`config.mk`:
```
export PLATFORM = sky130hd
export DESIGN_NAME = frame_pixel_packer
export DESIGN_NICKNAME = d
export VERILOG_FILES = /design/src/rtl/fb_pkg.sv /design/src/rtl/pix_shift_packer.sv /design/src/rtl/frame_pixel_packer.sv
export SDC_FILE = /design/constraint.sdc
export NUM_CORES = 1
export LEC_CHECK = 0
export BUFFER_PORTS_ARGS = -buffer_cell sky130_fd_sc_hd__buf_2
export CORE_MARGIN = 10
export CORE_UTILIZATION = 51
export CTS_BUF_LIST = sky130_fd_sc_hd__clkbuf_16
export CTS_CLUSTER_DIAMETER = 200
export DETAILED_ROUTE_END_ITERATION = 7
export GPL_TIMING_DRIVEN = 0
export HOLD_SLACK_MARGIN = 0.1
export PLACE_DENSITY = 0.75
export SLEW_MARGIN = 40
export SYNTH_ARGS = -nofsm -noshare
export SYNTH_HDL_FRONTEND = slang
export SYNTH_HIERARCHICAL = 1
export SYNTH_SLANG_ARGS = --single-unit
```
`constraint.sdc`:
```
create_clock -name clk -period 2.6 [get_ports clk]
set_input_delay 0.26 -clock clk [delete_from_list [all_inputs] [get_ports clk]]
set_output_delay 0.26 -clock clk [all_outputs]
set_load 0.1 [all_outputs]
```
`src/rtl/fb_pkg.sv`:
```
// Frame buffer shared definitions: pixel/word geometry,
// slot ring size, FSM state type and a saturating counter helper.
package fb_pkg;

    localparam int PIX_W           = 8;
    localparam int PIX_PER_WORD    = 16;
    localparam int WORD_W          = PIX_W * PIX_PER_WORD;
    localparam int WORDS_PER_FRAME = 4800;
    localparam int NUM_FRAMES      = 8;
    localparam int ADDR_W          = 13;
    localparam int SLOT_W          = 3;
    localparam int LANE_W          = 4;
    localparam int CNT_W           = 16;

    typedef enum logic [1:0] {
        IDLE,
        CAPTURE,
        FLUSH
    } fbState_e;

    function automatic logic [CNT_W-1:0] satInc(
        input logic [CNT_W-1:0] c
    );
        return (&c) ? c : c + 1'b1;
    endfunction

endpackage

```
`src/rtl/pix_shift_packer.sv`:
```
// Shifts pixels MSB-first into a 16-lane word; wordValid flags the 16th pixel.
// Ports: clk, rst_n, restart, shiftEn, pixIn -> wordOut, wordValid.
module pix_shift_packer
    import fb_pkg::*;
(
    input  logic              clk,
    input  logic              rst_n,
    input  logic              restart,
    input  logic              shiftEn,
    input  logic [PIX_W-1:0]  pixIn,
    output logic [WORD_W-1:0] wordOut,
    output logic              wordValid
);

    logic [WORD_W-1:0] shiftReg;
    logic [LANE_W-1:0] lane;

    assign wordOut   = {shiftReg[WORD_W-PIX_W-1:0], pixIn};
    assign wordValid = shiftEn && !restart &&
                       (lane == LANE_W'(PIX_PER_WORD - 1));

    // restart drops the partial word; a pixel arriving with it
    // becomes lane 0 of the fresh word.
    always_ff @(posedge clk or negedge rst_n) begin
        if (!rst_n) begin
            shiftReg <= '0;
            lane     <= '0;
        end else if (restart) begin
            lane     <= {{(LANE_W-1){1'b0}}, shiftEn};
            shiftReg <= shiftEn ? {{(WORD_W-PIX_W){1'b0}}, pixIn} : '0;
        end else if (shiftEn) begin
            lane     <= lane + 1'b1;
            shiftReg <= wordOut;
        end
    end

endmodule

```
`src/rtl/frame_pixel_packer.sv`:
```
// Packs the camera pixel stream into 128-bit frame BRAM words and rotates
// the frame slot ring. Ports: pixel/frame inputs, BRAM write port, slot and
// completion status, saturating drop/short-frame counters.
module frame_pixel_packer
    import fb_pkg::*;
#(
    parameter int FRAME_WORDS = WORDS_PER_FRAME
) (
    input  logic              clk,
    input  logic              rst_n,
    input  logic              capture_en,
    input  logic              frame_start,
    input  logic              pix_valid,
    input  logic [PIX_W-1:0]  pix_data,
    output logic [ADDR_W-1:0] writeAddress,
    output logic [WORD_W-1:0] writePixel,
    output logic              writeEn,
    output logic [SLOT_W-1:0] currentFrame,
    output logic              frameDone,
    output logic [SLOT_W-1:0] doneFrame,
    output logic [CNT_W-1:0]  dropCnt,
    output logic [CNT_W-1:0]  shortCnt
);

    localparam logic [ADDR_W-1:0] LAST_ADDR = ADDR_W'(FRAME_WORDS - 1);

    fbState_e          state;
    fbState_e          nextState;
    fbState_e          stateNext;
    logic              restart;
    logic              shiftEn;
    logic              doDrop;
    logic              doShort;
    logic              bumpSlot;
    logic              startOk;
    logic              wordValid;
    logic              atLast;
    logic [WORD_W-1:0] wordOut;
    logic [ADDR_W-1:0] wordAddr;

    pix_shift_packer uPacker (
        .clk       (clk),
        .rst_n     (rst_n),
        .restart   (restart),
        .shiftEn   (shiftEn),
        .pixIn     (pix_data),
        .wordOut   (wordOut),
        .wordValid (wordValid)
    );

    assign startOk   = frame_start && capture_en;
    assign atLast    = (wordAddr == LAST_ADDR);
    // Kept out of the FSM block: wordValid depends on shiftEn.
    assign stateNext = (wordValid && atLast) ? FLUSH : nextState;

    always_ff @(posedge clk or negedge rst_n) begin
        if (!rst_n) state <= IDLE;
        else        state <= stateNext;
    end

    always_comb begin
        nextState = state;
        restart   = 1'b0;
        shiftEn   = 1'b0;
        doDrop    = 1'b0;
        doShort   = 1'b0;
        bumpSlot  = 1'b0;
        unique case (state)
            IDLE: begin
                if (startOk) begin
                    nextState = CAPTURE;
                    restart   = 1'b1;
                    shiftEn   = pix_valid;
                end else begin
                    doDrop    = pix_valid;
                end
            end
            CAPTURE: begin
                if (frame_start) begin
                    doShort = 1'b1;
                    restart = 1'b1;
                    if (capture_en) begin
                        shiftEn   = pix_valid;
                    end else begin
                        nextState = IDLE;
                        doDrop    = pix_valid;
                    end
                end else begin
                    shiftEn = pix_valid;
                end
            end
            FLUSH: begin
                bumpSlot = 1'b1;
                if (startOk) begin
                    nextState = CAPTURE;
                    restart   = 1'b1;
                    shiftEn   = pix_valid;
                end else begin
                    nextState = IDLE;
                    doDrop    = pix_valid;
                end
            end
            default: nextState = IDLE;
        endcase
    end

    always_ff @(posedge clk or negedge rst_n) begin
        if (!rst_n) begin
            wordAddr     <= '0;
            writeAddress <= '0;
            writePixel   <= '0;
            writeEn      <= 1'b0;
            currentFrame <= '0;
            frameDone    <= 1'b0;
            doneFrame    <= '0;
            dropCnt      <= '0;
            shortCnt     <= '0;
        end else begin
            writeEn   <= wordValid;
            frameDone <= wordValid && atLast;
            if (restart)        wordAddr <= '0;
            else if (wordValid) wordAddr <= wordAddr + 1'b1;
            if (wordValid) begin
                writeAddress <= wordAddr;
                writePixel   <= wordOut;
            end
            if (wordValid && atLast) doneFrame <= currentFrame;
            // Ring of 8 slots: natural 3-bit wrap.
            if (bumpSlot) currentFrame <= currentFrame + 1'b1;
            if (doDrop)   dropCnt      <= satInc(dropCnt);
            if (doShort)  shortCnt     <= satInc(shortCnt);
        end
    end

endmodule

```
# --- After elaboration in Yosys (flattened, before gate mapping) ---
# Index checks and enable logic that the tools add are counted.
classes:
  mux: 26
  addsub: 5
  bitwise_logic: 2
  eq_ne: 7
  n_reduce_logical: 14
ops:
  columns: ["cell", "n"]
  rows:
  - ["2-to-1 mux 120 bit", 2]
  - ["adder 16 x 1 -> 16 bit (second input constant)", 2]
  - ["AND reduction 16 bit", 2]
  - ["2-to-1 mux 13 bit", 2]
  - ["adder 13 x 1 -> 13 bit (second input constant)", 1]
  - ["equality test 13 bit (second input constant)", 1]
  - ["2-to-1 mux 1 bit", 11]
  - ["inequality test 3 bit (second input constant)", 3]
  - ["2-to-1 mux 2 bit", 4]
  - ["2-to-1 mux 4 bit", 2]
  - ["2-to-1 mux 8 bit", 1]
  - ["case mux 1 bit (2 select lines)", 3]
  - ["case mux 2 bit (3 select lines)", 1]
  - ["adder 4 x 1 -> 4 bit (second input constant)", 1]
  - ["equality test 4 bit (second input constant)", 1]
  - ["logical AND 1 bit", 4]
  - ["AND reduction 2 bit", 2]
  - ["nonzero test 2 bit", 2]
  - ["adder 3 x 1 -> 3 bit (second input constant)", 1]
  - ["AND reduction 3 bit", 1]
  - ["equality test 2 x 1 -> 1 bit (second input constant)", 1]
  - ["equality test 2 bit (second input constant)", 1]
  - ["logical NOT 2 bit", 1]
  - ["inverter 1 bit", 2]
  - ["other kinds (2)", 2]
word_totals:
  in_bits: 13
  elab_cells: 66
  output_inout_bits: 181
  reg_bits: 320

# --- Longest topological paths before layout ---
# Gate-level depths: netlist of run 1.
logic_depth:
  word_depth: 9
  ltp_mapped: 11
  depth_no_buf: 8

# --- Modules after synthesis ---
# The synthesis of run 1 kept the hierarchy.
by_module_without_submodules:
  columns: ["module", "n_inst", "seq_area_each_um2", "area_per_inst_um2", "cells_each"]
  rows:
  - ["frame_pixel_packer", 1, 4904.7, 7843.8, 546]
  - ["pix_shift_packer", 1, 3103.0, 5122.4, 422]

# --- Worst setup path before layout of run 1 ---
# OpenSTA, ideal clock, no wires.
synth_timing:
  path_kind: "register to register"
  start: "register shortCnt[0]"
  end: "register shortCnt[1]"
  n_path_buf: 1
  setup_slack_ns: -0.107
  arrival_time_ns: 2.581
  period_less_slack_ns: 2.707
  required_ns: 2.474
  stages_incl_launch_ff: 7
  setup_ns: 0.126
  cell_sequence: "dfrtp_1 ha_1 nand3_2 or4_1 buf_2 o21bai_2 mux2_2"
synth_between:
  elab_chain_len: 3
  word_cells_on_any_way: 4
  cone_classes: "add/sub (1); bitwise (1); reduce/logical (2)"
synth_rtl:
  columns: ["element", "line", "text"]
  rows:
  - ["start, declared", "frame_pixel_packer.sv:22", "output logic [CNT_W-1:0] shortCnt"]
  - ["start signal, assigned", "frame_pixel_packer.sv:131", "if (doShort) shortCnt <= satInc(shortCnt);"]
  - ["branches (longest 3 deep; another with adder 16 x 1 -> 16 bit)", null, null]
# Several ways; the timed one is not identified.
# A chain may end at the register's enable or synchronous reset.

# --- Final worst setup path of run 1 ---
layout_timing:
  start: "register state[0]"
  end: "register writePixel[71]"
layout_between:
  elab_chain_len: 6
  word_cells_on_any_way: 9
  cone_classes: "eq/ne (2); mux (2); reduce/logical (5)"
layout_rtl:
  columns: ["element", "line", "text"]
  rows:
  - ["start, declared", "frame_pixel_packer.sv:27", "fbState_e state;"]
  - ["start signal, assigned", "frame_pixel_packer.sv:58", "else state <= stateNext;"]
  - ["equality test 2 bit / logical NOT 2 bit (equally long branches)", "frame_pixel_packer.sv:68", "unique case (state)"]
  - ["OR reduction 2 bit (no line)", null, null]
  - ["case mux 1 bit (2 select lines) (*)", "frame_pixel_packer.sv:68", null]
  - ["net restart", "frame_pixel_packer.sv:30", "logic restart;"]
  - ["logical NOT 1 bit (*)", "pix_shift_packer.sv:19", "assign wordValid = shiftEn && !restart &&"]
  - ["logical AND 1 bit (*) (2 in a row)", "pix_shift_packer.sv:19", null]
  - ["net wordValid", "frame_pixel_packer.sv:36", "logic wordValid;"]
  - ["end signal, assigned", "frame_pixel_packer.sv:125", "writePixel <= wordOut;"]
  - ["end, declared", "frame_pixel_packer.sv:16", "output logic [WORD_W-1:0] writePixel,"]
# Mark *: on every way through the listed nets, which the timed path passes. The rest lies on a longest branch.

==> results of run 1 <==
## worst min-delay path by stage
stage / slack, ns / start / endpoint
2_1_floorplan: -0.04 / rst_n / currentFrame[0]$_DFFE_PN0N_
3_3_place_gp: 0.48 / shortCnt[10]$_DFFE_PN0P_ / shortCnt[10]$_DFFE_PN0P_
3_5_place_dp: 0.24 / rst_n / dropCnt[11]$_DFFE_PN0P_
6_report: 0.17 / capture_en / wordAddr[12]$_DFFE_PN0P_
4_1_cts: 0.14 / capture_en / wordAddr[0]$_DFFE_PN0P_
5_1_grt: 0.16 / capture_en / wordAddr[12]$_DFFE_PN0P_
## cell families (layout without fill, tap and decap cells)
group | after synthesis | after routing | synth area share (%)
fa+ha+maj | 5 | 5 | 0.4825
buf+inv | 67 | 336 | 2.924
xor+xnor | 40 | 40 | 2.702
flops | 320 | 320 | 61.76
compound gates | 33 | 33 | 1.621
simple gates | 238 | 238 | 8.598
mux | 265 | 265 | 21.91
## flip-flops by register name, summed over array words and instances, names as in the netlist
| name | cells |
|---|---|
| dropCnt | 16 |
| state | 2 |
| writeAddress | 13 |
| currentFrame | 3 |
| shortCnt | 16 |
| frameDone | 1 |
| doneFrame | 3 |
| writeEn | 1 |
| uPacker/shiftReg | 120 |
| writePixel | 128 |
| wordAddr | 13 |
| uPacker/lane | 4 |
## power breakdown
part	leakage, nW	total [mW]	switching (mW)	internal, mW
registers	4.43	5.31	0.183	5.13
clock network	0.566	4.78	1.93	2.85
logic	3.24	1.52	1.19	0.335
## tightest hold or removal path, stage by stage
cell and delay, ns:
sky130_fd_sc_hd__buf_2 0.12, sky130_fd_sc_hd__o211a_4 0.22, sky130_fd_sc_hd__a21oi_2 0.04
## area by class of cell
| cell class | count | area, sq um | area share, % |
|---|---|---|---|
| sequential | 320 | 8011 | 50.76 |
| timing repair buffer | 212 | 1221 | 7.737 |
| clock buffer | 37 | 925.9 | 5.866 |
| inverter | 7 | 26.28 | 0.1665 |
| multi-input combinational | 581 | 4624 | 29.30 |
| clock inverter | 21 | 175.2 | 1.110 |
| tap | 330 | 412.9 | 2.616 |
| buffer | 59 | 386.6 | 2.449 |
## synthesized netlist by cell type (9+ instances only)
| cell | n | area (sq um) |
|---|---|---|
| sky130_fd_sc_hd__nor3_1 | 14 | 70.07 |
| sky130_fd_sc_hd__dfrtp_1 | 320 | 8008 |
| sky130_fd_sc_hd__buf_2 | 11 | 55.05 |
| sky130_fd_sc_hd__nand2b_1 | 11 | 68.82 |
| sky130_fd_sc_hd__mux2i_1 | 114 | 1141 |
| sky130_fd_sc_hd__nand4_1 | 13 | 81.33 |
| sky130_fd_sc_hd__o21ai_1 | 9 | 45.04 |
| sky130_fd_sc_hd__o21ai_0 | 11 | 55.05 |
| sky130_fd_sc_hd__nor2_1 | 132 | 495.5 |
| sky130_fd_sc_hd__xnor2_1 | 27 | 236.5 |
| sky130_fd_sc_hd__clkbuf_1 | 23 | 86.33 |
| sky130_fd_sc_hd__xor2_1 | 13 | 113.9 |
| sky130_fd_sc_hd__nand3_1 | 14 | 70.07 |
| sky130_fd_sc_hd__buf_4 | 16 | 120.1 |
| sky130_fd_sc_hd__nand2_1 | 20 | 75.07 |
| sky130_fd_sc_hd__mux2_2 | 150 | 1689 |
## through the flow
stage	hold WS, ns	cell area (sq um)	power, mW
floorplan	-0.03559	12970	6.520
finish	0.1664	15780	11.61
global route	0.1601	15780	12.04
global placement	0.4797	14350	6.874
detailed placement	0.2414	14470	6.916
CTS	0.1398	15740	11.73
## metal layers
metal  track usage (%)  vias to the layer above
met5                 0                        -
met4             4.631                        0
met3             4.538                       49
met2             28.32                      200
met1             23.76                     4204
li1                  -                     3840
## what timing repair did
item,4_1_cts,5_1_grt
buffers inserted,2,4
cloned,0,0
hold buffers,9,0
endpoints found under the hold margin,70,0
setup endpoints to repair,158,146
gates resized for setup,29,16
pin swaps,0,1
==> results, run 1 <==
- The worst vdd rail ir drop is 0.001119 V.
- The number of placement rows is 58.
- The transition at the pin with the smallest max-transition slack is 0.5840 ns.
- The worst setup path is captured at a flip-flop.
- The root buffer cell is sky130_fd_sc_hd__clkbuf_16.
- Measured along the x axis, the die boundary spans 179.5 um.
- The proportion of layout cells with a drive suffix above 1 is 38.00%.
- 0 antenna diodes ended up in the layout.
- The worst endpoint required time is 2.98 ns.
- Each instance of the synthesized netlist takes up on average 13.39 sq um.
- The minimum setup slack in the final design is 0.09233 ns.
- The core region is 25110 sq um.
- The startpoint class of the critical path is a flip-flop.
- Compared with the post-synthesis result, the final layout area differs by 21.73%.
- The termination of the worst setup path is writePixel[71]$_DFFE_PN0P_.
- The net count of the mapped netlist is 986.
- The total routing usage reported by global routing is 17.76%.
- The largest net degree at the start of global routing is 76.
- Measured against its own limit, the worst slew margin works out to 60.75%.
- In the layout the commonest cells are 317 x sky130_fd_sc_hd__dfrtp_1, 210 x sky130_fd_sc_hd__buf_2, 150 x sky130_fd_sc_hd__mux2_2.
- The count of buffers added on input and output ports is 193.
- In this run the critical register-to-register path is captured at writePixel[71]$_DFFE_PN0P_.
- For this run, design rule violations remaining after detail routing come to 0.
- Counting buffers and inverters, the worst setup path is 8 cells deep.
- The clock period minus worst slack is 2.508 ns.
- The slack of the worst reg-to-reg path is 0.09 ns.
- The wire-length estimate of the detail-placed layout is 20750 um.
- In the final design database the tool counted 1234 nets.
- The class of the most critical setup path is reg -> reg.
- The number of setup violations in the final report is 0.
- The maximum clock insertion buffer count is 3.
- The largest single stage delay on the critical path is 0.43 ns.
- The final clock skew is 0.02002 ns.
- The mean number of vias per cell is 5.292.
- The number of clock sinks seen by CTS is 320.
- In this run the remaining antenna-violating nets after routing total 0.
- The max-cap check violation count is 0.
- The routed length on met3 is 1604 um.
- The maximum net fanout on the critical path is 10.
- The largest individual stage delay along the critical path comes from the cell sky130_fd_sc_hd__dfrtp_2.
- The cell with the most instances on the worst path is sky130_fd_sc_hd__clkbuf_4.
- The count of synthesis-stage warnings from yosys is 6.
- The latest clock arrival within the worst-skew pair is 0.51 ns.
- The H-tree was split into 2 levels.
- The count of unique library cells instantiated by Yosys is 42.
- Timing would allow up to 398.8 MHz.
- The worst path buffer plus inverter count is 4.
- Once placement completed, the tool counted placed cells totaling 1495.
- After detailed routing, the total wire length is 29090 um.
- The most used flip-flop cell after synthesis is sky130_fd_sc_hd__dfrtp_1.
- The congestion estimate from routability-driven global placement came to 0.8240.
- The first global-routing pass estimated 47930 um of wire.
- The non-filler instance count after layout is 1567.
- The floorplan die area is 32200 sq um.
- The routed length on met2 is 13670 um.
- The first TritonRoute pass finished after 4 iterations.
- The number of max-slew violations in the final report was 0.
- The first-iteration detailed-routing DRC count is 476.
- The start of the worst register-to-register path is state[0]$_DFFE_PN0P_.
- Counting flops with an async set or reset pin after synthesis yields a share of 100.0%.
- Data arrives at the worst endpoint at 2.89 ns.
- In the final timing run, aggregate negative setup slack is 0 ns.
- The most common cell after layout, fill and taps aside is sky130_fd_sc_hd__dfrtp_1.
- Summed over all cells, the static leakage comes to 8.236 nW.
- Sequential cells were found to cover 61.76% of the synthesized design area.
- Across all layers, the routed design uses 8293 vias.
- The number of flops mapped to enable cells by yosys is 0.
- The total overflow left after global routing is 0.
- The path class of the tightest hold or removal check is in -> reg.
- The number of synthesized register bits is 320.
- After detailed routing, no signal wire sits above met4.
- TritonCTS built the clock tree.
- The worst setup slack before clock tree synthesis is -0.9384 ns.
- The post-detailed-route wirelength per cell is 18.57 um.
- After detailed routing, the wire length on met1 is 13300 um.
- The kind of cell with the highest combined delay along the critical path is buffers and inverters.
- The critical path goes through o211a_4 -> buf_4 -> clkbuf_4 -> nor2b_2 -> and4_4 -> clkbuf_4 -> clkbuf_2 -> mux2_2.
- The cell count after synthesis is 968.
- The flow ran to the end, and the final reports show no timing, DRC or antenna violations.
- The number of global-route vias before repair came to 8689.
- The final critical path takes up 96.45% of the cycle.
- Clock tree synthesis inserted a total of 35 buffers.
- The mapped cell area is 12970 sq um.
- For this design the top-level I/O count stands at 194.
- At the end of the flow the core is filled with cells to 62.86%.
- The number of cells on the worst reg-to-reg path is 8.
- For this design the ratio of total power to cell area is 735.8 nW/um^2.
- The number of antenna violations at the first check in global routing is 0.
- The height of the chip is 179.5 um.
- Once the floorplan was initialized, standard cells occupied 51.64% of the core.
- The number of cells traversed by the worst hold path is 3.
- In this run the worst setup path begins at state[0]$_DFFE_PN0P_.
- The number of hold violations in the final report was 0.
- The clock-pin slew reported for the worst setup and hold paths after clock tree synthesis is 0.06 ns.
- The filler cells instantiated in the layout total 1920.
Note: power is estimated with default switching activity, not from simulation.
==> inputs of run 2 (changes only) <==
ABC_AREA = 1   (was unset)
==> results, run 2 <==
- The critical path is of the reg -> reg type.
- The initial standard-cell utilization of the core is 52.02% (+0.38 points).
- The largest net degree at the start of global routing is 81 (+6.6%).
- The startpoint class of the critical path is a flip-flop.
- The max-cap check violation count came to 0 (unchanged).
- The number of nets in the layout came to 1714 (+39%).
- The maximum clock insertion buffer count is 3 (unchanged).
- The slack of the worst reg-to-reg path is 0.22 ns (+0.13 ns).
- The number of cells traversed by the worst register-to-register path is 10 (+2).
- The number of global-route vias before repair was 10720 (+23%).
- The antenna violation net count after detailed routing is 0 (unchanged).
- The number of clock sinks seen by CTS is 320 (unchanged).
- The H-tree depth reported by CTS is 2 (unchanged).
- The worst slew margin relative to its limit is 62.56% (+1.8 points).
- The height of the chip is 180.5 um (+0.59%).
- The mapped cell area is 13140 sq um (+1.3%).
- Of all cell types, the one taking the most synthesized area is sky130_fd_sc_hd__dfrtp_1.
- The post-detailed-route wirelength per cell is 16.67 um (-10%).
- In the synthesized netlist, the cells that appear most often are 579 x sky130_fd_sc_hd__nand2_1, 320 x sky130_fd_sc_hd__dfrtp_1, 150 x sky130_fd_sc_hd__inv_1.
- From synthesis to final layout, the design area changed by 20.74%.
- Traced cell by cell, the critical path runs through buf_4 -> nand3_1 -> o21ai_4 -> inv_2 -> nand2_4 -> nor2_2 -> buf_6 -> clkbuf_1 -> nand2_1 -> nand2_1.
- The count of unique library cells instantiated by Yosys was 33 (-21%).
- The number of antenna violations at the first check in global routing came to 1 (+1).
- The run finished with clean final reports.
- The placed cell count is 1979 (+32%).
- Setup repair after global routing left no endpoint under its margin.
- The termination of the worst setup path is writePixel[81]$_DFFE_PN0P_.
- The placeable core area is 25250 sq um (+0.58%).
- The number of flops mapped to enable cells by yosys came to 0 (unchanged).
- The remaining routing DRC violations is 0 (unchanged).
- The I/O pin count is 194 (unchanged).
- The worst setup slack before clock tree synthesis came to -0.8587 ns (+0.07970 ns).
- The sum of routed wire length over all layers is 34200 um (+18%).
- The endpoint of the worst-slack reg-to-reg timing path is writePixel[81]$_DFFE_PN0P_.
- The cell with the most instances on the worst path is sky130_fd_sc_hd__nand2_1.
- The first-iteration detailed-routing DRC count is 921 (+93%).
- The number of flip-flops under the largest register name was 128 (unchanged).
- The synthesized area per cell is 9.048 sq um (-32%).
- In the final layout, the registers with the most flip-flops are writePixel: 128 flops, uPacker/shiftReg: 120 flops.
- The number of hold violations in the final report came to 0 (unchanged).
- The number of synthesized register bits was 320 (unchanged).
- The fraction of the yosys area taken by sequential cells came to 60.95% (-0.81 points).
- The floorplan die area came to 32580 sq um (+1.2%).
- The root buffer cell is sky130_fd_sc_hd__clkbuf_16.
- The number of setup violations in the final report is 0 (unchanged).
- The final clock skew came to 0.01839 ns (-0.001625 ns).
- The weighted congestion reported at the end of routability-driven placement came to 0.8859 (+7.5%).
- The number of max-slew violations in the final report is 0 (unchanged).
- The cell count after synthesis is 1452 (+50%).
- The vias after detailed routing was 10679 (+29%).
- The dominant register cell in the synthesized netlist is sky130_fd_sc_hd__dfrtp_1.
- The final cycle utilization of the critical path is 91.44% (-5.0 points).
- After synthesis, the cell types taking the most area are sky130_fd_sc_hd__dfrtp_1 61%, sky130_fd_sc_hd__nand2_1 17%, sky130_fd_sc_hd__o22ai_1 5.0%.
- The leakage power is 8.524 nW (+3.5%).
- The minimum setup slack in the final design is 0.2227 ns (+0.1303 ns).
- The clock period minus worst slack was 2.377 ns (-0.1303 ns).
- The path class of the tightest hold or removal check is in -> reg.
- The slowest stage of the critical path belongs to the cell sky130_fd_sc_hd__dfrtp_2.
- The start point of the critical path is state[0]$_DFFE_PN0P_.
- The proportion of layout cells with a drive suffix above 1 is 20.63% (-17 points).
- The detailed-placement wirelength estimate is 24220 um (+17%).
- The non-filler instance count after layout is 2052 (+31%).
- The achievable clock frequency is 420.6 MHz (+5.5%).
- The first-pass detailed-route iteration total was 5 (+1).
- The worst vdd rail ir drop is 0.001013 V (-9.6%).
- The endpoint arrival time on the critical path was 2.82 ns (-0.07 ns).
- The number of buffers created by CTS is 35 (unchanged).
- The number of fill cells in the layout came to 2127 (+11%).
- The most common cell after layout, fill and taps aside is sky130_fd_sc_hd__nand2_1.
- The top cell types in the final layout, fill and taps aside, are 577 x sky130_fd_sc_hd__nand2_1, 319 x sky130_fd_sc_hd__dfrtp_1, 215 x sky130_fd_sc_hd__buf_2.
- The count of synthesis-stage warnings from yosys is 6 (unchanged).
- The maximum net fanout on the critical path was 14 (+4).
- The transition at the pin with the smallest max-transition slack came to 0.5616 ns (-0.02233 ns).
- The CTS tree is done.
- The maximum cell stage delay along the critical path is 0.45 ns (+0.02 ns).
- The worst endpoint required time came to 3.04 ns (+0.06 ns).
- The total routing usage reported by global routing is 20.44% (+2.7 points).
- The depth of the critical timing path with buffers and inverters included is 10 (+2).
- The number of port buffers is 193 (unchanged).
- The worst setup path is captured at a flip-flop.
- The share of the synthesized area in the top cell type is 60.95% (-0.81 points).
- The clock-pin slew reported for the worst setup and hold paths after clock tree synthesis was 0.06 ns (about the same).
- The cell family contributing the most delay on the critical path is buffers and inverters.
- The register with the most flip-flops is writePixel.
- The global-route congestion overflow total is 0 (unchanged).
- The power per cell area was 722.6 nW/um^2 (-1.8%).
- The net count of the mapped netlist is 1470 (+49%).
- The start of the worst register-to-register path is state[0]$_DFFE_PN0P_.
- The wire length of the first global-routing pass is 55690 um (+16%).
- The async set or reset register ratio after synthesis came to 100.0% (unchanged).
- The width of the chip is 180.5 um (+0.59%).
- The latest clock arrival within the worst-skew pair is 0.52 ns (about the same).
- The mean number of vias per cell is 5.204 (-1.7%).
- The total power consumption of the routed design is 11.46 mW (-1.3%).
- The number of placement rows was 58 (unchanged).
- Among all cell types in the netlist, the one instantiated most often is sky130_fd_sc_hd__nand2_1.
- The worst path buffer plus inverter count was 4 (unchanged).
==> run 2: cells by family (layout without fill, tap and decap cells) <==
kind of cell | after synthesis | count (layout) | share of synthesized area, %
AND/OR/NAND/NOR | 714 | 714 | 21.87
flip-flops | 320 | 320 | 60.95
XOR/XNOR | 14 | 14 | 0.9334
adder cells (fa/ha/maj) | 5 | 5 | 0.4762
buffers and inverters | 227 | 496 | 7.667
AO/OA/AOI/OAI | 172 | 172 | 8.105
other | 0 | 1 | 0
==> run 2: worst min-delay path by stage <==
stage	from	end	slack, ns	cells after the start
6_report	frame_start	state[0]$_DFFE_PN0P_	0.20	4
5_1_grt	frame_start	shortCnt[8]$_DFFE_PN0P_	0.24	5
3_5_place_dp	rst_n	shortCnt[3]$_DFFE_PN0P_	0.17	1
2_1_floorplan	rst_n	currentFrame[0]$_DFFE_PN0N_	-0.04	0
3_3_place_gp	writePixel[5]$_DFFE_PN0P_	writePixel[5]$_DFFE_PN0P_	0.45	2
4_1_cts	frame_start	state[0]$_DFFE_PN0P_	0.18	4
==> run 2: layout make-up <==
type                            count  area (sq um)  share of cell area [%]
Clock buffer                       35         875.8                   5.521
Inverter                          156         586.8                   3.699
Multi-Input combinational cell    905          4164                   26.25
Clock inverter                     27         161.4                   1.018
Timing Repair Buffer              208          1191                   7.509
Sequential cell                   320          8009                   50.49
Buffer                             70         459.2                   2.895
Tap cell                          330         412.9                   2.603
Antenna cell                        1         2.502                 0.01578
==> run 2: worst reg2reg max path, stage by stage (launching register included) <==
cell,delay [ns]
sky130_fd_sc_hd__dfrtp_2,0.45
sky130_fd_sc_hd__buf_4,0.15
sky130_fd_sc_hd__nand3_1,0.17
sky130_fd_sc_hd__o21ai_4,0.16
sky130_fd_sc_hd__inv_2,0.16
sky130_fd_sc_hd__nand2_4,0.15
sky130_fd_sc_hd__nor2_2,0.18
sky130_fd_sc_hd__buf_6,0.16
sky130_fd_sc_hd__clkbuf_1,0.46
sky130_fd_sc_hd__nand2_1,0.17
sky130_fd_sc_hd__nand2_1,0.11
==> run 2: power breakdown <==
group / internal, mW / switching (mW)
clock network: 2.56 / 1.99
registers: 5.12 / 0.202
logic: 0.332 / 1.26
total: 8.01 / 3.45
==> run 2: per-stage QoR <==
stage	cell area [sq um]	util [%]	setup TNS [ns]	hold slack [ns]
2_1_floorplan	13140	-	0	-0.03559
3_3_place_gp	14520	57.48	-1602.06	0.4498
3_5_place_dp	14640	57.96	-109.69	0.1747
4_1_cts	15830	62.66	0	0.1763
5_1_grt	15860	62.81	0	0.2428
6_report	15860	62.81	0	0.2025
==> run 2: metal layers <==
layer / track usage (%) / share of wire (%) / wire [um]
met5: 0 / 0 / 0
met4: 5.249 / 1.9 / 658
met3: 5.181 / 7.0 / 2400
met2: 33.86 / 49 / 16600
met1: 26.22 / 43 / 14550
==> run 2: what timing repair did <==
item,in CTS,in global routing
endpoints found under the setup margin,160,160
resized for setup,26,11
pin swaps,2,1
hold buffers,9,0
hold endpoints to repair,181,0
setup buffers,1,1
